File: src/rtl/tbcm_weighted_matrix_arbiter.sv
// Weighted matrix arbiter: a winner holds the grant for up to weight+1 completed transactions.
// Optional busy timeout enabled by defining TBCM_WEIGHTED_MATRIX_ARBITER_TIMEOUT_EN.
package tbcm_matrix_arbiter_pkg;
    typedef enum logic [1:0] {
        TBCM_MATRIX_ARBITER_INCREMENTAL_RR = 2'd0,
        TBCM_MATRIX_ARBITER_DECREMENTAL_RR = 2'd1,
        TBCM_MATRIX_ARBITER_LRG            = 2'd2,
        TBCM_MATRIX_ARBITER_MRG            = 2'd3
    } tbcm_matrix_arbiter_type;
endpackage

module tbcm_weighted_matrix_arbiter
    import tbcm_matrix_arbiter_pkg::*;
#(
    parameter int                                REQUESTS         = 4,
    parameter int                                WEIGHT_WIDTH     = 4,
    parameter logic [REQUESTS-1:0][REQUESTS-1:0] INITIAL_PRIORITY = '1,
    parameter int                                TIMEOUT_CYCLES   = 256
) (
    input  logic                              clk,
    input  logic                              rst,
    input  logic                              i_reset_priority,
    input  logic [REQUESTS-1:0][REQUESTS-1:0] i_initial_priority,
    input  tbcm_matrix_arbiter_type           i_arbiter_type,
`ifdef TBCM_WEIGHTED_MATRIX_ARBITER_TIMEOUT_EN
    output logic                              o_timeout,
`endif
    tbcm_weighted_matrix_arbiter_if.slave     bus
);
    localparam int NU = REQUESTS * (REQUESTS - 1) / 2;
    localparam int IW = (REQUESTS > 1) ? $clog2(REQUESTS) : 1;

    typedef enum logic {IDLE, BUSY} state_t;

    // Flat position of upper-triangle element (i,j), i<j, row-major.
    function automatic int uidx(input int i, input int j);
        return i * REQUESTS - (i * (i + 1)) / 2 + (j - i - 1);
    endfunction

    function automatic logic [NU-1:0] pack_upper(input logic [REQUESTS-1:0][REQUESTS-1:0] m);
        logic [NU-1:0] u;
        u = '0;
        for (int i = 0; i < REQUESTS; i++)
            for (int j = i + 1; j < REQUESTS; j++)
                u[uidx(i, j)] = m[i][j];
        return u;
    endfunction

    function automatic logic [NU-1:0] update_upper(input logic [NU-1:0] cur,
                                                   input logic [REQUESTS-1:0] g,
                                                   input tbcm_matrix_arbiter_type t);
        logic [NU-1:0] u;
        int            gi;
        u  = cur;
        gi = 0;
        for (int k = 0; k < REQUESTS; k++)
            if (g[k]) gi = k;
        for (int i = 0; i < REQUESTS; i++)
            for (int j = i + 1; j < REQUESTS; j++)
                case (t)
                    TBCM_MATRIX_ARBITER_LRG: begin
                        if (g[i])      u[uidx(i, j)] = 1'b0;
                        else if (g[j]) u[uidx(i, j)] = 1'b1;
                    end
                    TBCM_MATRIX_ARBITER_MRG: begin
                        if (g[i])      u[uidx(i, j)] = 1'b1;
                        else if (g[j]) u[uidx(i, j)] = 1'b0;
                    end
                    // Rotations: the neighbour after (or before) the winner becomes highest.
                    TBCM_MATRIX_ARBITER_INCREMENTAL_RR: u[uidx(i, j)] = !(i <= gi && j > gi);
                    default:                            u[uidx(i, j)] = (i < gi && j >= gi);
                endcase
        return u;
    endfunction

    state_t                  r_state;
    state_t                  w_state_nxt;
    logic [NU-1:0]           r_upper;
    logic [REQUESTS-1:0]     r_grant;
    logic [WEIGHT_WIDTH-1:0] r_cnt;
    logic [WEIGHT_WIDTH-1:0] w_cnt_nxt;
    logic [REQUESTS-1:0]     w_blocked;
    logic [REQUESTS-1:0]     w_idle_grant;
    logic [REQUESTS-1:0]     w_grant;
    logic [REQUESTS-1:0]     w_rel_grant;
    logic [WEIGHT_WIDTH-1:0] w_sel_weight;
    logic [IW-1:0]           w_grant_index;
    logic                    w_latch;
    logic                    w_release;
    logic                    w_free_hit;
    logic                    w_req_hit;
    logic                    w_unused;

    // Lower triangle and diagonal of the reload matrix are implied by the upper triangle.
    assign w_unused = ^{i_initial_priority, TIMEOUT_CYCLES};

    always_comb begin
        w_blocked = '0;
        for (int i = 0; i < REQUESTS; i++)
            for (int j = 0; j < REQUESTS; j++) begin
                if (j < i) begin
                    if (r_upper[uidx(j, i)] && bus.i_request[j]) w_blocked[i] = 1'b1;
                end else if (j > i) begin
                    if (!r_upper[uidx(i, j)] && bus.i_request[j]) w_blocked[i] = 1'b1;
                end
            end
    end

    assign w_idle_grant = rst ? '0 : (bus.i_request & ~w_blocked);
    assign w_free_hit   = |(r_grant & bus.i_free);
    assign w_req_hit    = |(r_grant & bus.i_request);

    always_comb begin
        w_sel_weight = '0;
        for (int k = 0; k < REQUESTS; k++)
            if (w_idle_grant[k]) w_sel_weight = w_sel_weight | bus.i_weight[k];
    end

`ifdef TBCM_WEIGHTED_MATRIX_ARBITER_TIMEOUT_EN
    localparam int TO_W = $clog2(TIMEOUT_CYCLES + 1);
    logic [TO_W-1:0] r_to_cnt;
    logic            r_timeout;
    logic            w_force;
`endif

    always_comb begin
        w_state_nxt = r_state;
        w_latch     = 1'b0;
        w_release   = 1'b0;
        w_rel_grant = r_grant;
        w_cnt_nxt   = r_cnt;
`ifdef TBCM_WEIGHTED_MATRIX_ARBITER_TIMEOUT_EN
        w_force     = 1'b0;
`endif
        case (r_state)
            IDLE: begin
                w_rel_grant = w_idle_grant;
                w_cnt_nxt   = '0;
                if (|w_idle_grant) begin
                    if (|(w_idle_grant & bus.i_free)) begin
                        if (w_sel_weight == '0) begin
                            w_release = 1'b1;
                        end else begin
                            w_latch     = 1'b1;
                            w_state_nxt = BUSY;
                            w_cnt_nxt   = w_sel_weight - WEIGHT_WIDTH'(1);
                        end
                    end else begin
                        w_latch     = 1'b1;
                        w_state_nxt = BUSY;
                        w_cnt_nxt   = w_sel_weight;
                    end
                end
            end
            BUSY: begin
                if (w_free_hit) begin
                    if (r_cnt == '0 || !w_req_hit) begin
                        w_release   = 1'b1;
                        w_state_nxt = IDLE;
                        w_cnt_nxt   = '0;
                    end else begin
                        w_cnt_nxt = r_cnt - WEIGHT_WIDTH'(1);
                    end
                end
`ifdef TBCM_WEIGHTED_MATRIX_ARBITER_TIMEOUT_EN
                else if (r_to_cnt == TO_W'(TIMEOUT_CYCLES - 1)) begin
                    w_force     = 1'b1;
                    w_release   = 1'b1;
                    w_state_nxt = IDLE;
                    w_cnt_nxt   = '0;
                end
`endif
            end
            default: w_state_nxt = IDLE;
        endcase
    end

    // Reload beats a release update; neither touches the latched grant or the counter.
    always_ff @(posedge clk or posedge rst) begin
        if (rst) begin
            r_state <= IDLE;
            r_grant <= '0;
            r_cnt   <= '0;
            r_upper <= pack_upper(INITIAL_PRIORITY);
        end else begin
            r_state <= w_state_nxt;
            r_cnt   <= w_cnt_nxt;
            if (w_latch) r_grant <= w_idle_grant;
            if (i_reset_priority)
                r_upper <= pack_upper(i_initial_priority);
            else if (w_release)
                r_upper <= update_upper(r_upper, w_rel_grant, i_arbiter_type);
        end
    end

`ifdef TBCM_WEIGHTED_MATRIX_ARBITER_TIMEOUT_EN
    always_ff @(posedge clk or posedge rst) begin
        if (rst) begin
            r_to_cnt  <= '0;
            r_timeout <= 1'b0;
        end else begin
            r_timeout <= w_force;
            if (r_state == BUSY && w_state_nxt == BUSY && !w_free_hit)
                r_to_cnt <= r_to_cnt + TO_W'(1);
            else
                r_to_cnt <= '0;
        end
    end

    assign o_timeout = r_timeout;
`endif

    assign w_grant = (r_state == BUSY) ? r_grant : w_idle_grant;

    always_comb begin
        w_grant_index = '0;
        for (int k = 0; k < REQUESTS; k++)
            if (w_grant[k]) w_grant_index = IW'(k);
    end

    assign bus.o_grant       = w_grant;
    assign bus.o_grant_index = w_grant_index;
    assign bus.o_busy        = (r_state == BUSY);
    assign bus.o_remaining   = (r_state == BUSY) ? r_cnt : '0;
endmodule

File: src/rtl/tbcm_weighted_matrix_arbiter_if.sv
// Request/grant bundle of the weighted matrix arbiter: requests, completion strobes,
// per-requester weights in, grant state out.
interface tbcm_weighted_matrix_arbiter_if #(
    parameter int REQUESTS     = 4,
    parameter int WEIGHT_WIDTH = 4
);
    localparam int IW = (REQUESTS > 1) ? $clog2(REQUESTS) : 1;

    logic [REQUESTS-1:0]                   i_request;
    logic [REQUESTS-1:0]                   i_free;
    logic [REQUESTS-1:0][WEIGHT_WIDTH-1:0] i_weight;
    logic [REQUESTS-1:0]                   o_grant;
    logic [IW-1:0]                         o_grant_index;
    logic                                  o_busy;
    logic [WEIGHT_WIDTH-1:0]               o_remaining;

    modport master (
        output i_request, i_free, i_weight,
        input  o_grant, o_grant_index, o_busy, o_remaining
    );

    modport slave (
        input  i_request, i_free, i_weight,
        output o_grant, o_grant_index, o_busy, o_remaining
    );
endinterface

File: src/flat_wrapper.sv
// flat-port wrapper written by rule: the top's interface ports become plain ports
module tbcm_weighted_matrix_arbiter_flat import tbcm_matrix_arbiter_pkg::*;
#(
    parameter int                                REQUESTS         = 4,
    parameter int                                WEIGHT_WIDTH     = 4,
    parameter logic [REQUESTS-1:0][REQUESTS-1:0] INITIAL_PRIORITY = '1,
    parameter int                                TIMEOUT_CYCLES   = 256
)
  (clk, rst, i_reset_priority, i_initial_priority, i_arbiter_type, bus_i_request, bus_i_free, bus_i_weight, bus_o_grant, bus_o_grant_index, bus_o_busy, bus_o_remaining);
  tbcm_weighted_matrix_arbiter_if #(.REQUESTS(REQUESTS), .WEIGHT_WIDTH(WEIGHT_WIDTH)) bus_i ();
  input  logic clk;
  input  logic rst;
  input  logic i_reset_priority;
  input  logic [REQUESTS-1:0][REQUESTS-1:0] i_initial_priority;
  input  tbcm_matrix_arbiter_type i_arbiter_type;
  input wire logic [$bits(bus_i.i_request)-1:0] bus_i_request;
  input wire logic [$bits(bus_i.i_free)-1:0] bus_i_free;
  input wire logic [$bits(bus_i.i_weight)-1:0] bus_i_weight;
  output wire logic [$bits(bus_i.o_grant)-1:0] bus_o_grant;
  output wire logic [$bits(bus_i.o_grant_index)-1:0] bus_o_grant_index;
  output wire logic [$bits(bus_i.o_busy)-1:0] bus_o_busy;
  output wire logic [$bits(bus_i.o_remaining)-1:0] bus_o_remaining;
  assign bus_i.i_request = bus_i_request;
  assign bus_i.i_free = bus_i_free;
  assign bus_i.i_weight = bus_i_weight;
  assign bus_o_grant = bus_i.o_grant;
  assign bus_o_grant_index = bus_i.o_grant_index;
  assign bus_o_busy = bus_i.o_busy;
  assign bus_o_remaining = bus_i.o_remaining;
  tbcm_weighted_matrix_arbiter #(.REQUESTS(REQUESTS), .WEIGHT_WIDTH(WEIGHT_WIDTH), .INITIAL_PRIORITY(INITIAL_PRIORITY), .TIMEOUT_CYCLES(TIMEOUT_CYCLES)) u_core (.clk(clk), .rst(rst), .i_reset_priority(i_reset_priority), .i_initial_priority(i_initial_priority), .i_arbiter_type(i_arbiter_type), .bus(bus_i));
endmodule
File: config.mk
export PLATFORM = sky130hd
export DESIGN_NAME = tbcm_weighted_matrix_arbiter_flat
export DESIGN_NICKNAME = d
export VERILOG_FILES = /design/src/rtl/tbcm_weighted_matrix_arbiter.sv /design/src/rtl/tbcm_weighted_matrix_arbiter_if.sv /design/src/flat_wrapper.sv
export SDC_FILE = /design/constraint.sdc
export NUM_CORES = 1
export LEC_CHECK = 0
export CAP_MARGIN = 20
export CORE_ASPECT_RATIO = 1.75
export CORE_MARGIN = 2
export CORE_UTILIZATION = 29
export DETAILED_ROUTE_END_ITERATION = 16
export GPL_TIMING_DRIVEN = 0
export REMOVE_ABC_BUFFERS = 1
export SLEW_MARGIN = 20
export SYNTH_ARGS = -nofsm -noshare
export SYNTH_HDL_FRONTEND = slang
export SYNTH_SLANG_ARGS = --single-unit
File: constraint.sdc
create_clock -name clk -period 3.15 [get_ports clk]
set_input_delay 0.63 -clock clk [delete_from_list [all_inputs] [get_ports clk]]
set_output_delay 0.63 -clock clk [all_outputs]
set_load 0.1 [all_outputs]
==> impl_metrics.json <==
{
  "status": "complete, no violations",
  "switching_share_pct": 56.7,
  "yosys_warnings": 0,
  "final_cell_mix": "clkdlybuf4s50_1, nor2_1, nand2_1",
  "ios": 56,
  "yosysSeqAreaShare_pct": 24.7,
  "first_pass_iters": 4,
  "fillers": 514,
  "dr_wl_met3_microns": 176,
  "drtIter0Drc": 66,
  "end_kind": "primary output",
  "p_leak_nw": 0.982,
  "hold_viol_final": 0,
  "final_util_pct": 42.8,
  "synth-main-ff-cell": "dfrtp_1",
  "dieArea_sq_um": 5970,
  "max_freq_ghz": 0.326,
  "wl_met1_microns": 1860,
  "netlist-cell-type-count": 54,
  "tns_ps": 0,
  "crit_required_ps": 2520,
  "tightest_slew_ps": 978,
  "clkLatencyLatePin_ps": 250,
  "numCtsBuffers": 3,
  "coreArea_sq_um": 5210,
  "power.internal_uw": 916,
  "clock_skew_ps": 8.97,
  "routed.top_layer": "met4",
  "cap_violations": 0,
  "grt_pass1_wl_microns": 7850,
  "worst_hold_path_type": "flop to flop",
  "holdBufCountCts": 0,
  "netlist_top_cells_area": "dfrtp_1, dfstp_2, a22oi_1",
  "grt_max_degree": 19,
  "postRouteAntennaNets": 0,
  "avgSynthCellArea_sq_um": 8.25,
  "syn_to_final_growth_pct": 43.6,
  "ys_async_sr_fraction_pct": 100,
  "grt_pass1_vias": 1656,
  "setup_violations": 0,
  "fin_crit_sh_pct": 97.4,
  "wl_microns": 4840,
  "period_minus_slack_ps": 3070,
  "via_count": 1657,
  "slew_viol_final": 0,
  "die_y_microns": 101,
  "htreeDepth": 1,
  "rows": 35,
  "overflow": 0,
  "cp_max_fo": 5,
  "start_util_pct": 29.8,
  "gp_congestion": 0.826,
  "layout_commonest_cell": "clkdlybuf4s50_1",
  "synth_largest_area_cell": "dfrtp_1",
  "wl_per_cell_microns": 16.6,
  "drive_gt1_share_pct": 17.4,
  "p_switching_mw": 1.20,
  "antenna_found_initial": 0,
  "start_kind": "input port",
  "ir_drop_uv": 620,
  "wl_met2_microns": 2670,
  "port_buffers": 45,
  "pwr-share-comb_pct": 72.6,
  "viasPerCell": 5.69,
  "maxSlewHeadroom_pct": 34.7,
  "drc": 0,
  "power_frac_seq_pct": 19.8,
  "ys_ff_latch": 15,
  "final_nets": 288,
  "synth_edf_count": 0,
  "critPathArrivalTime_ps": 2440,
  "grt_usage_pct": 17.0,
  "root_buffer": "clkbuf_8",
  "netlist_instances": 188,
  "synth_area_sq_um": 1550,
  "hpwlAfterDp_microns": 3740,
  "clkPwrFrac_pct": 7.6,
  "cts_tree": "built",
  "synth_top_cell_area_share_pct": 14.5,
  "die_w_microns": 59.3,
  "clock_path_buffers": 2,
  "crit_type": "input port to primary output",
  "clkTransAtPathRegs_ps": 70,
  "powerDensity_nw_per_um2": 950,
  "antennaDiodeCount": 0,
  "cts.sinks": 15
}
-- worst paths after layout --
path | start | end | slack (ps) | depth (start not counted)
max in group asynchronous | rst | u_core.r_grant[2] | 1850 | 2
max | bus_i_request[3] | bus_o_grant[3] | 80 | 5
min | u_core.r_grant[0] | u_core.r_grant[0] | 560 | 1
min reg2reg | u_core.r_grant[0] | u_core.r_grant[0] | 560 | 1
min in group asynchronous | rst | u_core.bus.o_busy | 900 | 2
max reg2reg | u_core.bus.o_busy | u_core.r_upper[0] | 480 | 11
-- routing by layer --
metal	GRT usage [%]	vias up
li1	-	798
met1	19.2	790
met2	31.9	58
met3	0.899	11
met4	6.47	0
met5	0	-
-- registers in the layout, indices dropped and copies added (netlist names) --
| name | flops |
|---|---|
| u_core.bus.o_busy | 1 |
| u_core.r_grant | 4 |
| u_core.r_cnt | 4 |
| u_core.r_upper | 6 |
-- power groups by stage --
stage | Clock [mW] | Sequential, mW | Combinational (mW)
2_1_floorplan | 0 | 0.423 | 1.05
3_3_place_gp | 0 | 0.416 | 1.41
3_5_place_dp | 0 | 0.418 | 1.42
4_1_cts | 0.162 | 0.416 | 1.48
5_1_grt | 0.169 | 0.431 | 1.66
6_report | 0.160 | 0.420 | 1.54
-- synthesized netlist by cell type, drive strengths merged (5+ instances only) --
master / count
nor2: 20
nand2: 17
inv: 16
a22oi: 12
dfrtp: 9
o21ai: 8
nand2b: 7
a21oi: 6
a22o: 6
dfstp: 6
ha: 6
nor2b: 6
nor3: 6
and2: 5
clkbuf: 5
o211ai: 5
-- critical path, cell delays in order --
cell             delay, ps
clkdlybuf4s50_1        580
nor2b_1                260
a41oi_2                190
inv_1                  180
clkdlybuf4s15_2        580
-- through the flow --
| step | total power [mW] | hold slack [ps] | instance area, sq um | std cells | setup slack (ps) |
|---|---|---|---|---|---|
| floorplan | 1.47 | 502 | 1520 | 180 | -2760 |
| global placement | 1.82 | 531 | 2040 | 280 | -1480 |
| detailed placement | 1.83 | 542 | 2040 | 280 | -1450 |
| CTS | 2.06 | 564 | 2140 | 285 | 9.11 |
| global route | 2.26 | 604 | 2230 | 291 | -15.5 |
| finish | 2.12 | 562 | 2230 | 291 | 83.1 |
-- cell type report --
class	count	area, sq um	share of cell area (%)
inverters	16	60.1	2.70
repair buffers	52	513	23.0
flip-flops and latches	15	383	17.2
clock buffers	4	45.0	2.02
multi-input cells	149	1160	52.0
well taps	55	68.8	3.09
-- repair_timing --
item	CTS	global route
gates cloned	0	0
buffers inserted	1	6
setup endpoints to repair	16	15
hold endpoints to repair	0	0
pin swaps	2	3
resized for setup	49	12
-- cell families (layout without fill, tap and decap cells) --
| group | after synthesis | count (layout) | synth area share, % |
|---|---|---|---|
| and+or+nand+nor | 73 | 73 | 24.8 |
| AOI/OAI and AO/OA | 60 | 60 | 32.2 |
| buffers and inverters | 24 | 72 | 6.05 |
| DFF | 15 | 15 | 24.7 |
| muxes | 9 | 9 | 6.94 |
| adders and majority gates | 6 | 6 | 4.84 |
| xor gates and xnor gates | 1 | 1 | 0.565 |
Note: power is estimated with default switching activity, not from simulation.
